[src/rtl/hilo_pkg.sv]
// HI/LO shared types, widths and op decode; HILO_MSUB_EN enables the Msub path.
// Pure declarations: no latency, no backpressure.
package hilo_pkg;

    localparam int HILO_DATA_W = 32;
    localparam int HILO_ACC_W  = 2 * HILO_DATA_W;

`ifdef HILO_MSUB_EN
    localparam bit HILO_MSUB_ON = 1'b1;
`else
    localparam bit HILO_MSUB_ON = 1'b0;
`endif

    typedef enum logic [1:0] {
        HILO_HOLD,
        HILO_LOAD,
        HILO_ADD,
        HILO_SUB
    } hilo_op_t;

    // Load beats accumulate, accumulate beats subtract.
    function automatic hilo_op_t hilo_decode(
        input logic write_en,
        input logic madd,
        input logic msub
    );
        hilo_op_t op;
        op = HILO_HOLD;
        if (write_en) begin
            op = HILO_LOAD;
        end else if (madd) begin
            op = HILO_ADD;
        end else if (msub && HILO_MSUB_ON) begin
            op = HILO_SUB;
        end
        return op;
    endfunction

endpackage

[src/rtl/hilo_accumulator.sv]
// Combinational full-width add/subtract of the HI/LO state and operand (subtract only with HILO_MSUB_EN).
// Zero latency, no backpressure; non-arithmetic ops pass the state through.
module hilo_accumulator
    import hilo_pkg::*;
#(
    parameter int ACC_W = HILO_ACC_W
) (
    input  hilo_op_t         op,
    input  logic [ACC_W-1:0] acc,
    input  logic [ACC_W-1:0] operand,
    output logic [ACC_W-1:0] result
);

    always_comb begin
        result = acc;
        case (op)
            HILO_ADD: result = acc + operand;
`ifdef HILO_MSUB_EN
            HILO_SUB: result = acc - operand;
`endif
            default:  result = acc;
        endcase
    end

endmodule

[src/rtl/hi_lo_register_file.sv]
// MIPS HI/LO register pair with load, 64-bit Madd and (with HILO_MSUB_EN) Msub.
// One-cycle update, no bypass, one op per clock; never stalls.
module hi_lo_register_file
    import hilo_pkg::*;
#(
    parameter int DATA_W = HILO_DATA_W
) (
    input  logic              Clk,
    input  logic              Rst_n,
    input  logic              WriteEn,
    input  logic              Madd,
    input  logic              Msub,
    input  logic [DATA_W-1:0] WriteHiData,
    input  logic [DATA_W-1:0] WriteLoData,
    output logic [DATA_W-1:0] ReadHi,
    output logic [DATA_W-1:0] ReadLo
);

    localparam int ACC_W = 2 * DATA_W;

    hilo_op_t         op;
    logic [ACC_W-1:0] operand;
    logic [ACC_W-1:0] acc_q;
    logic [ACC_W-1:0] arith_result;

    assign op      = hilo_decode(WriteEn, Madd, Msub);
    assign operand = {WriteHiData, WriteLoData};

    hilo_accumulator #(
        .ACC_W (ACC_W)
    ) u_acc (
        .op      (op),
        .acc     (acc_q),
        .operand (operand),
        .result  (arith_result)
    );

    always_ff @(posedge Clk or negedge Rst_n) begin
        if (!Rst_n) begin
            acc_q <= '0;
        end else begin
            case (op)
                HILO_LOAD: acc_q <= operand;
                HILO_ADD,
                HILO_SUB:  acc_q <= arith_result;
                default:   acc_q <= acc_q;
            endcase
        end
    end

    // Outputs come straight from the flops; write data never reaches them combinationally.
    assign ReadHi = acc_q[ACC_W-1:DATA_W];
    assign ReadLo = acc_q[DATA_W-1:0];

endmodule

[config.mk]
export PLATFORM = sky130hd
export DESIGN_NAME = hi_lo_register_file
export DESIGN_NICKNAME = d
export VERILOG_FILES = /design/src/rtl/hilo_pkg.sv /design/src/rtl/hilo_accumulator.sv /design/src/rtl/hi_lo_register_file.sv
export SDC_FILE = /design/constraint.sdc
export NUM_CORES = 1
export LEC_CHECK = 0
export CAP_MARGIN = 20
export CORE_ASPECT_RATIO = 0.5
export CORE_MARGIN = 10
export CORE_UTILIZATION = 59
export DETAILED_ROUTE_END_ITERATION = 8
export HOLD_SLACK_MARGIN = 0.02
export PLACE_DENSITY_LB_ADDON = 0.08
export SLEW_MARGIN = 20
export SYNTH_ARGS = -nofsm -noshare
export SYNTH_HDL_FRONTEND = slang
export SYNTH_HIERARCHICAL = 1
export SYNTH_SLANG_ARGS = --single-unit
[constraint.sdc]
create_clock -name Clk -period 8.9 [get_ports Clk]
set_input_delay 1.78 -clock Clk [delete_from_list [all_inputs] [get_ports Clk]]
set_output_delay 1.78 -clock Clk [all_outputs]
set_load 0.01 [all_outputs]
==> flow_metrics.py <==
metrics = {
    "status": {
        "status": "complete, no violations",
    },
    "final_layout": {
        "largest_reg_flops": 64,
        "post-route-util_pct": 71.9,
        "regArea_um2": 1600,
        "nNetsFinal": 1229,
        "top_register": "acc_q",
        "multi_input_area_um2": 5690,
        "top_regs": "acc_q: 64 flops",
        "num_antenna_cells": 0,
        "syn_to_final_growth_pct": 18.8,
        "num-fill-cells": 1082,
        "drive_above_1_share_pct": 3.46,
    },
    "job": {
        "maxCapViolations": 0,
    },
    "grt": {
        "grt-ovfl-total": 0,
        "grt_antenna_before_repair": 0,
        "grt_max_degree": 83,
        "grt_pass1_vias": 7248,
        "grt_use_total_pct": 22.4,
        "grt_pass1_wl_um": 35200,
    },
    "timing": {
        "drv_slew": 0,
        "setup_ws_ns": 3.58,
        "setup-violations-final": 0,
        "setup_tns_ns": 0,
        "finalHoldViolations": 0,
        "max_slew_margin_pct": 30.9,
        "fin_crit_sh_pct": 59.8,
        "rsz0062_at_grt": "false",
        "holdWs_ns": 0.614,
        "fin_skew_ns": 0.00854,
        "worst_slew_pin_slew_ns": 1.03,
        "fmax_ghz": 0.188,
        "min_period_ns": 5.32,
    },
    "synth": {
        "synth_common_cells": "184 x nand2_1, 86 x o21ai_0, 75 x a21oi_1",
        "postSynthRegisterBits": 64,
        "synthFlopType": "dfrtp_1",
        "syn_area_per_cell_um2": 7.58,
        "syn_nets": 1149,
        "ys_seq_area_share_pct": 20.8,
        "synthCells": 1016,
        "synth.most_common_cell": "nand2_1",
        "synthArstFlopShare_pct": 100,
        "synth_top_area_share_pct": 20.8,
        "synth-edff-count": 0,
        "synth_warnings": 6,
        "synth_top_cell_by_area": "dfrtp_1",
        "syn-cell-area_um2": 7700,
        "synth.distinct_cells": 72,
        "synth_area_leaders": "dfrtp_1 21%, ha_1 10%, nand2_1 9.0%",
    },
    "placed_design": {
        "place.gp.congestion": 0.921,
        "port_buffers": 131,
        "pre_cts_ws_ns": 3.31,
        "hpwlAfterDp_um": 16500,
    },
    "route": {
        "wl_um": 21800,
        "avgRoutedWirePerCell_um": 17.2,
        "route.detailed.drc": 0,
        "viasPerCell": 6.13,
        "vias": 7783,
        "dr.first_iter.drc_count": 598,
        "antenna_left": 0,
        "dr.pass1.iters": 5,
    },
    "clock_tree": {
        "cts_htree_levels": 3,
        "cts_resized": 0,
        "cts_buffer_depth": 2,
        "path_clk_slew_ns": 0.06,
        "cts-root-buf": "clkbuf_16",
        "clkLatencyLatePin_ns": 0.34,
        "cts_tree": "built",
        "cts_setup_buffers": 0,
        "cts_made_buffers": 9,
        "cts.sinks": 64,
        "hold_buffers": 0,
    },
    "floorplanning": {
        "die_w_um": 182,
        "num_rows": 29,
        "ios": 133,
        "coreArea_um2": 12700,
        "initial_core_util_pct": 60.5,
        "die_area_um2": 18300,
        "die-height_um": 101,
    },
    "worst_setup_path": {
        "crit_required_ns": 9.10,
        "worstPathMaxFanout": 4,
        "reg2reg_depth": 13,
        "end_kind": "register",
        "arrival_ns": 5.52,
        "startpoint_type": "primary input",
        "rrSetupSlack_ns": 5.02,
        "crit_type": "in -> reg",
    },
    "min_path": {
        "worstHoldPathCells": 2,
        "hold_class": "reg -> reg",
    },
    "pwr": {
        "irDropWorstVdd_mv": 0.0922,
        "leakage_uw": 0.00407,
        "pwr_density_cell_nw_per_um2": 153,
    },
}
cell usage in the layout, fill, tap and decap left out, types with 4 or more instances in the layout:
cell type,netlist,routed
nand2_1,184,184
o211ai_1,4,4
o21ai_1,67,67
nor2b_1,6,6
xor2_1,23,23
nor2_1,44,44
buf_4,1,6
mux2i_1,64,64
o21a_1,9,9
clkdlybuf4s50_1,0,128
a21o_1,40,40
a31oi_1,13,13
a211oi_1,6,6
a21oi_1,75,75
nor3b_1,6,6
nand3b_1,5,5
ha_1,63,63
clkbuf_16,0,9
inv_1,16,16
dfrtp_1,64,64
xnor2_1,29,29
nand4_1,24,24
o21bai_1,11,11
nor3_1,16,16
a221o_1,8,8
nand3_1,11,11
nand2b_1,7,6
o21ai_0,86,86
worst max-delay path: stages:
cell and delay (ns):
clkdlybuf4s50_1 0.42, ha_1 0.22, fa_1 0.41, a21o_1 0.22, a311o_2 0.43, a22oi_2 0.25, nor3_1 0.17, o2111a_1 0.35
o21ai_1 0.30, a21oi_1 0.17, o21ai_0 0.15, or3b_1 0.37, mux2i_1 0.17, o21ai_1 0.08
routing by layer:
layer,global-route usage [%],share of wire [%]
met5,0,0
met4,4.47,1.1
met3,5.81,6.9
met2,37.7,46
met1,28.7,46
report_power, final:
part	total [uW]	switching (uW)	leakage, uW	internal (uW)
Clock	325	132	0.000126	193
Sequential	362	37.2	0.000780	324
Combinational	715	397	0.00317	318
logic make-up after synthesis:
kind of cell | Yosys count | share of synthesized area, %
adder cells (fa/ha/maj) | 64 | 10.5
multiplexers | 64 | 8.32
AO/OA/AOI/OAI | 368 | 30.4
buffers and inverters | 82 | 5.42
XOR/XNOR | 52 | 5.91
AND/OR/NAND/NOR | 322 | 18.6
flip-flops | 64 | 20.8
cell type report:
cell class / instances / area share (%)
multi-input combinational: 870 / 62.2
sequential: 64 / 17.5
timing repair buffer: 135 / 14.5
clock buffer: 13 / 2.73
tap: 170 / 2.32
inverter: 16 / 0.656
clock inverter: 1 / 0.0547
through the flow:
step           instances  area (um2)  total power [uW]
6_report            1269        9150              1400
5_1_grt             1269        9150              1490
4_1_cts             1269        9150              1400
3_5_place_dp        1255        8900              1070
3_3_place_gp        1255        8900              1060
2_1_floorplan       1016        7700               857
worst paths after layout:
check	start	to
hold / removal	acc_q[45]	acc_q[45]
setup reg to reg	acc_q[0]	acc_q[60]
min in group asynchronous	Rst_n	acc_q[56]
setup / recovery	WriteLoData[0]	acc_q[60]
hold reg to reg	acc_q[45]	acc_q[45]
max in group asynchronous	Rst_n	acc_q[31]
Power figures use the tool's default switching activity.
